### src/rtl/dark_channel_window_pkg.sv
// Shared constants, types and helpers for the dark-channel window stage.
//   CHANNEL_WIDTH / PIXEL_WIDTH     : colour channel and packed RGB widths
//   DEFAULT_IMAGE_WIDTH             : default pixels per row (matches line buffer)
//   R_LSB / G_LSB / B_LSB           : channel slice offsets inside a packed pixel
//   min3                            : unsigned minimum of three channel values
package dark_channel_window_pkg;

    localparam int unsigned CHANNEL_WIDTH       = 8;
    localparam int unsigned PIXEL_WIDTH         = 24;
    localparam int unsigned DEFAULT_IMAGE_WIDTH = 512;

    localparam int unsigned R_LSB = 16;
    localparam int unsigned G_LSB = 8;
    localparam int unsigned B_LSB = 0;

    typedef logic [CHANNEL_WIDTH-1:0] chan_t;
    typedef logic [PIXEL_WIDTH-1:0]   pixel_t;

    typedef enum logic [0:0] {
        ST_ACCEPT = 1'b0,
        ST_FLUSH  = 1'b1
    } state_e;

    // Sideband that travels with each column through the pipeline.
    typedef struct packed {
        logic valid;   // a real column was accepted
        logic first;   // that column is column 0 of a row
        logic flush;   // right-border replicate shift, no new column
    } tag_t;

    function automatic chan_t min3(input chan_t a, input chan_t b, input chan_t c);
        chan_t m;
        m = (a < b) ? a : b;
        return (m < c) ? m : c;
    endfunction

endpackage

### src/rtl/dark_channel_window_if.sv
// Column-in / dark-pixel-out bus of the dark-channel window stage.
//   master : upstream line buffer + downstream consumer (drives rows, valid)
//   slave  : dark_channel_window (drives ready, dark_pixel, output_is_valid)
interface dark_channel_window_if;
    import dark_channel_window_pkg::*;

    pixel_t row0_pixel;
    pixel_t row1_pixel;
    pixel_t row2_pixel;
    logic   input_is_valid;
    logic   input_ready;
    chan_t  dark_pixel;
    logic   output_is_valid;

    modport master (
        output row0_pixel, row1_pixel, row2_pixel, input_is_valid,
        input  input_ready, dark_pixel, output_is_valid
    );

    modport slave (
        input  row0_pixel, row1_pixel, row2_pixel, input_is_valid,
        output input_ready, dark_pixel, output_is_valid
    );
endinterface

### src/rtl/dark_channel_window_rgb_min.sv
// Registered minimum over the R, G and B channels of one packed pixel.
//   clk, rst : rising-edge clock, synchronous active-high reset
//   pixel    : packed RGB input
//   ch_min   : min(R,G,B), one cycle later
module rgb_min
    import dark_channel_window_pkg::*;
(
    input  logic   clk,
    input  logic   rst,
    input  pixel_t pixel,
    output chan_t  ch_min
);

    always_ff @(posedge clk) begin
        if (rst) begin
            ch_min <= '0;
        end else begin
            ch_min <= min3(pixel[R_LSB +: CHANNEL_WIDTH],
                           pixel[G_LSB +: CHANNEL_WIDTH],
                           pixel[B_LSB +: CHANNEL_WIDTH]);
        end
    end

endmodule

### src/rtl/dark_channel_window.sv
// 3x3 dark-channel filter: per-pixel channel min, vertical min over three
// rows, then horizontal min over a three-column window with replicated
// left/right borders. One dark_pixel per accepted column, 4-cycle latency.
//   clk, rst : rising-edge clock, synchronous active-high reset
//   bus      : column input handshake and dark-pixel output strobe
module dark_channel_window
    import dark_channel_window_pkg::*;
#(
    parameter int unsigned IMAGE_WIDTH = DEFAULT_IMAGE_WIDTH
) (
    input logic                  clk,
    input logic                  rst,
    dark_channel_window_if.slave bus
);

    localparam int unsigned COL_W = (IMAGE_WIDTH > 1) ? $clog2(IMAGE_WIDTH) : 1;
    localparam logic [COL_W-1:0] LAST_COL = COL_W'(IMAGE_WIDTH - 1);

    state_e           state_q, state_d;
    logic [COL_W-1:0] col_q;
    logic             ready;
    logic             accept;

    chan_t ch_min0, ch_min1, ch_min2;
    tag_t  s1_tag, s2_tag;
    chan_t col_min_q;
    chan_t win_l, win_c, win_r;
    logic  emit_q;
    chan_t dark_q;
    logic  out_valid_q;

    assign ready  = (state_q == ST_ACCEPT);
    assign accept = bus.input_is_valid & ready;

    assign bus.input_ready     = ready;
    assign bus.dark_pixel      = dark_q;
    assign bus.output_is_valid = out_valid_q;

    // Row-end control: one non-accepting cycle after the last column.
    always_comb begin
        state_d = state_q;
        case (state_q)
            ST_ACCEPT: if (accept && (col_q == LAST_COL)) state_d = ST_FLUSH;
            ST_FLUSH:  state_d = ST_ACCEPT;
            default:   state_d = ST_ACCEPT;
        endcase
    end

    always_ff @(posedge clk) begin
        if (rst) begin
            state_q <= ST_ACCEPT;
            col_q   <= '0;
        end else begin
            state_q <= state_d;
            if (accept) begin
                col_q <= (col_q == LAST_COL) ? '0 : col_q + COL_W'(1);
            end
        end
    end

    // Stage 1: channel minimum per row.
    rgb_min u_min_row0 (.clk(clk), .rst(rst), .pixel(bus.row0_pixel), .ch_min(ch_min0));
    rgb_min u_min_row1 (.clk(clk), .rst(rst), .pixel(bus.row1_pixel), .ch_min(ch_min1));
    rgb_min u_min_row2 (.clk(clk), .rst(rst), .pixel(bus.row2_pixel), .ch_min(ch_min2));

    // Stage 1 tag and stage 2 vertical minimum.
    always_ff @(posedge clk) begin
        if (rst) begin
            s1_tag    <= '0;
            s2_tag    <= '0;
            col_min_q <= '0;
        end else begin
            s1_tag    <= '{valid: accept,
                           first: accept && (col_q == '0),
                           flush: (state_q == ST_FLUSH)};
            s2_tag    <= s1_tag;
            col_min_q <= min3(ch_min0, ch_min1, ch_min2);
        end
    end

    // Horizontal window. Column 0 fills C and Rw (left replicate, no output);
    // the flush shift re-uses Rw as its own right neighbour.
    always_ff @(posedge clk) begin
        if (rst) begin
            win_l  <= '0;
            win_c  <= '0;
            win_r  <= '0;
            emit_q <= 1'b0;
        end else begin
            emit_q <= 1'b0;
            if (s2_tag.valid && s2_tag.first) begin
                win_c <= col_min_q;
                win_r <= col_min_q;
            end else if (s2_tag.valid) begin
                win_l  <= win_c;
                win_c  <= win_r;
                win_r  <= col_min_q;
                emit_q <= 1'b1;
            end else if (s2_tag.flush) begin
                win_l  <= win_c;
                win_c  <= win_r;
                emit_q <= 1'b1;
            end
        end
    end

    // Stage 3: horizontal minimum and output strobe.
    always_ff @(posedge clk) begin
        if (rst) begin
            dark_q      <= '0;
            out_valid_q <= 1'b0;
        end else begin
            out_valid_q <= emit_q;
            if (emit_q) begin
                dark_q <= min3(win_l, win_c, win_r);
            end
        end
    end

endmodule

### src/flat_wrapper.sv
// flat-port wrapper written by rule: the top's interface ports become plain ports
module dark_channel_window_flat import dark_channel_window_pkg::*;
#(
    parameter int unsigned IMAGE_WIDTH = DEFAULT_IMAGE_WIDTH
)
  (clk, rst, bus_row0_pixel, bus_row1_pixel, bus_row2_pixel, bus_input_is_valid, bus_input_ready, bus_dark_pixel, bus_output_is_valid);
  dark_channel_window_if bus_i ();
  input logic clk;
  input logic rst;
  input wire logic [$bits(bus_i.row0_pixel)-1:0] bus_row0_pixel;
  input wire logic [$bits(bus_i.row1_pixel)-1:0] bus_row1_pixel;
  input wire logic [$bits(bus_i.row2_pixel)-1:0] bus_row2_pixel;
  input wire logic [$bits(bus_i.input_is_valid)-1:0] bus_input_is_valid;
  output wire logic [$bits(bus_i.input_ready)-1:0] bus_input_ready;
  output wire logic [$bits(bus_i.dark_pixel)-1:0] bus_dark_pixel;
  output wire logic [$bits(bus_i.output_is_valid)-1:0] bus_output_is_valid;
  assign bus_i.row0_pixel = bus_row0_pixel;
  assign bus_i.row1_pixel = bus_row1_pixel;
  assign bus_i.row2_pixel = bus_row2_pixel;
  assign bus_i.input_is_valid = bus_input_is_valid;
  assign bus_input_ready = bus_i.input_ready;
  assign bus_dark_pixel = bus_i.dark_pixel;
  assign bus_output_is_valid = bus_i.output_is_valid;
  dark_channel_window #(.IMAGE_WIDTH(IMAGE_WIDTH)) u_core (.clk(clk), .rst(rst), .bus(bus_i));
endmodule
### config.mk
export PLATFORM = sky130hd
export DESIGN_NAME = dark_channel_window_flat
export DESIGN_NICKNAME = d
export VERILOG_FILES = /design/src/rtl/dark_channel_window_pkg.sv /design/src/rtl/dark_channel_window_if.sv /design/src/rtl/dark_channel_window_rgb_min.sv /design/src/rtl/dark_channel_window.sv /design/src/flat_wrapper.sv
export SDC_FILE = /design/constraint.sdc
export NUM_CORES = 1
export LEC_CHECK = 0
export CAP_MARGIN = 40
export CORE_MARGIN = 3
export CORE_UTILIZATION = 58
export DETAILED_ROUTE_END_ITERATION = 8
export DONT_BUFFER_PORTS = 1
export PLACE_DENSITY = 0.85
export SYNTH_ARGS = -nofsm -noshare
export SYNTH_HDL_FRONTEND = slang
export SYNTH_HIERARCHICAL = 1
export SYNTH_SLANG_ARGS = --single-unit
### constraint.sdc
create_clock -name clk -period 4.1 [get_ports clk]
set_clock_uncertainty 0.05 [all_clocks]
set_input_delay 1.23 -clock clk [delete_from_list [all_inputs] [get_ports clk]]
set_output_delay 1.23 -clock clk [all_outputs]
set_load 0.005 [all_outputs]
==> impl_metrics.json <==
{
  "cts_made_buffers": 9,
  "gp_routability_congestion": 0.904,
  "irDropWorstVdd_uv": 193,
  "placement_rows": 35,
  "highest_cell_delay_on_the_worst_timing_path_ns": 0.40,
  "antenna_found_initial": 0,
  "p_leak_nw": 2.75,
  "met2RoutedLength_um": 6380,
  "drtAntennaViolNets": 0,
  "timing.slew.headroom_pct": 63.0,
  "crit_chain": "inv_1, ha_1, a21oi_2, o21ai_2, a21oi_4, mux2_4, ha_4, or3b_4, a211o_1, a2111o_1, o211a_4, o221a_1",
  "postCtsSetupBuffers": 0,
  "clk_pin_slew_ns": 0.08,
  "fraction_of_layout_instances_using_a_drive_strength_above_1_pct": 21.7,
  "chipWidth_um": 105,
  "hpwl_um": 10300,
  "finalInstanceArea_um2": 6470,
  "cpLargestDelayFamily": "compound AO/OA/AOI/OAI gates",
  "grt_usage_pct": 23.8,
  "setup_viol": 0,
  "critical_path_peak_fanout": 8,
  "min_period_over_period_pct": 95.5,
  "seq_area_frac_synth_pct": 29.0,
  "endpoint_kind": "register",
  "placement.setup.worst_slack_ns": -0.164,
  "route.met3.wl_um": 705,
  "critical_path_class": "in2reg",
  "height_of_the_die_um": 105,
  "place.port_buffers": 0,
  "synth_warnings": 6,
  "slew_of_the_pin_with_the_lowest_slew_margin_ns": 0.554,
  "cellPowerDensity_nw_per_um2": 373,
  "met1_length_um": 5580,
  "grt_pass1_wl_um": 22200,
  "antennaDiodeCount": 0,
  "worst_ep_required_time_ns": 4.30,
  "drc_errors": 0,
  "drtPass1Iterations": 4,
  "number_of_buffers_between_clock_root_and_the_deepest_sink": 2,
  "syn_nets": 786,
  "dr_iter_0_viols": 199,
  "final.min_clock_period_ns": 3.92,
  "starting_density_of_the_core_pct": 60.5,
  "cap_violations": 0,
  "achievable-frequency_ghz": 0.255,
  "cts_tree": "yes",
  "finalNetCount": 812,
  "postSynth.asyncResetShare_pct": 0,
  "grt_start_max_net_pins": 71,
  "grt_setup_unrepaired": "no",
  "clockRootBuffer": "clkbuf_8",
  "wirelength_um": 13000,
  "post_synth_num_cell_types": 62,
  "postSynthAreaPerCell_um2": 8.89,
  "final-max-slew-violation-count": 0,
  "clock_sink_count": 82,
  "startpoint_type": "primary input",
  "core_area_um2": 9370,
  "post_synth_inst_count": 638,
  "die_area_um2": 11000,
  "fin_total_pwr_mw": 2.41,
  "synth.cell_area_um2": 5670,
  "worstSkewPairLatency_ns": 0.36,
  "synthFlopType": "dfxtp_1",
  "min-delay-path-class": "reg2reg",
  "number_of_synthesized_flops_with_an_enable_pin": 0,
  "syn2layout_area_growth_pct": 14.1,
  "crit_slowest_cell": "or3b_4",
  "post_route_worst_hold_slack_ns": 0.396,
  "h_tree_depth": 3,
  "global_route.overflow_total": 0,
  "result_of_the_run": "completed",
  "count_of_buffering_cells_on_the_critical_path_with_inverters_included": 1,
  "synth-seq-cells": 82,
  "first_global_vias": 4978,
  "worstPathArrival_ns": 4.11,
  "post_drt_wl_per_cell_um": 16.3,
  "final_hold_viol_count": 0,
  "placedInstanceArea_um2": 6260,
  "highest_layer": "met4",
  "floorplan.io_pins": 85,
  "post_drt_via_cell_ratio": 6.07,
  "final_critical_path_setup_slack_ns": 0.185,
  "vias": 4838
}
-- logic make-up after synthesis --
group	count (synthesis)	share of synthesized area, %
AND/OR/NAND/NOR	170	15.0
adder cells (fa/ha/maj)	73	16.1
multiplexers	54	10.3
AO/OA/AOI/OAI	150	21.6
flip-flops	82	29.0
XOR/XNOR	5	0.772
buffers and inverters	104	7.22
-- power by group --
| part | internal (mW) | switching, mW |
|---|---|---|
| sequential | 0.877 | 0.0579 |
| combinational | 0.420 | 0.433 |
| clock | 0.339 | 0.287 |
-- worst paths after layout --
check	from	endpoint	slack, ns	cells past startpoint
worst max-delay path	bus_row1_pixel[13]	u_core/u_min_row1/ch_min[3]	0.18	12
worst max register to register	u_core/win_c[7]	u_core/bus.dark_pixel[3]	0.26	13
worst min-delay path	u_core/s1_tag[1]	u_core/s2_tag[1]	0.40	1
worst min register to register	u_core/s1_tag[1]	u_core/s2_tag[1]	0.40	1
-- cells in the final DEF (no fill, tap or decap), types with 4 or more instances in the layout --
cell / n
o21a_1: 7
inv_1: 84
mux2_4: 15
a21o_1: 6
a21oi_1: 21
clkbuf_8: 9
o21ai_0: 9
nand4_1: 5
o211ai_1: 12
a21oi_2: 6
or4_1: 6
a211oi_1: 7
ha_1: 55
ha_4: 9
o311ai_0: 4
nor2b_1: 7
nand3_1: 8
xor2_1: 4
o221a_1: 21
o21ai_2: 9
mux2i_1: 19
nor2_1: 30
nand2_1: 69
o21a_2: 4
o22ai_1: 8
dfxtp_1: 82
buf_4: 31
o211a_4: 4
a21oi_4: 4
mux2_2: 17
ha_2: 9
nand2b_1: 18
-- per-layer routing --
layer  up-vias  global-route usage [%]
met2       143                    42.9
li1       2353                       -
met4         0                    9.37
met1      2310                    28.2
met5         -                       0
met3        32                    3.71
-- worst reg2reg max path, stage by stage (launching register included) --
cell and delay [ns]:
dfxtp_1 0.41, inv_1 0.07, ha_1 0.31, a41o_2 0.27, a21oi_1 0.22, o21a_2 0.33, mux2_2 0.39, ha_1 0.33
nand2_1 0.09, o21ai_0 0.33, nor2_1 0.14, o211a_4 0.21, or4_1 0.49, o311ai_0 0.11
-- cells in the mapped netlist, types with 5 or more instances --
cell type / number / area [um^2]
o21ai_2: 6 / 52.6
nor2b_1: 7 / 43.8
clkbuf_1: 10 / 37.5
o221a_1: 21 / 236
dfxtp_1: 82 / 1640
mux2_1: 12 / 135
a21oi_1: 27 / 135
inv_1: 87 / 327
mux2i_1: 19 / 190
o21ai_0: 9 / 45.0
nand3_1: 8 / 40.0
or4_1: 6 / 45.0
a21o_1: 6 / 45.0
nor2_1: 30 / 113
o22ai_1: 8 / 50.1
o211ai_1: 12 / 90.1
nand2b_1: 18 / 113
o21a_1: 8 / 60.1
a211oi_1: 10 / 75.1
nand4_1: 5 / 31.3
ha_1: 73 / 913
mux2_2: 23 / 259
nand2_1: 69 / 259
-- area by class of cell --
type                            count  area (um^2)
Tap cell                          129          161
Clock buffer                       10          128
Timing Repair Buffer               31          233
Multi-Input combinational cell    452         3900
Inverter                           88          330
Fill cell                         747         2900
Clock inverter                      5         80.1
Sequential cell                    82         1640
-- per-stage QoR --
step	util, %	TNS, ns	std cells
3_3_place_gp	66.8	-1.78	782
3_5_place_dp	66.8	-3.13	782
6_report	69.1	0	797
4_1_cts	69.0	0	797
5_1_grt	69.1	0	797
2_1_floorplan	-	-0.983	638
-- repair_timing --
item	CTS	global route
gates resized for setup	0	1
hold buffers	0	0
endpoints found under the setup margin	0	1
-- flip-flops by register name, summed over array words and instances, names as in the netlist, 3 cells and up --
| register | cells |
|---|---|
| u_core/col_q | 9 |
| u_core/bus.dark_pixel | 8 |
| u_core/col_min_q | 8 |
| u_core/u_min_row0/ch_min | 8 |
| u_core/u_min_row1/ch_min | 8 |
| u_core/u_min_row2/ch_min | 8 |
| u_core/win_c | 8 |
| u_core/win_l | 8 |
| u_core/win_r | 8 |
| u_core/s1_tag | 3 |
| u_core/s2_tag | 3 |
No activity file was read; power rests on OpenSTA's default activity.
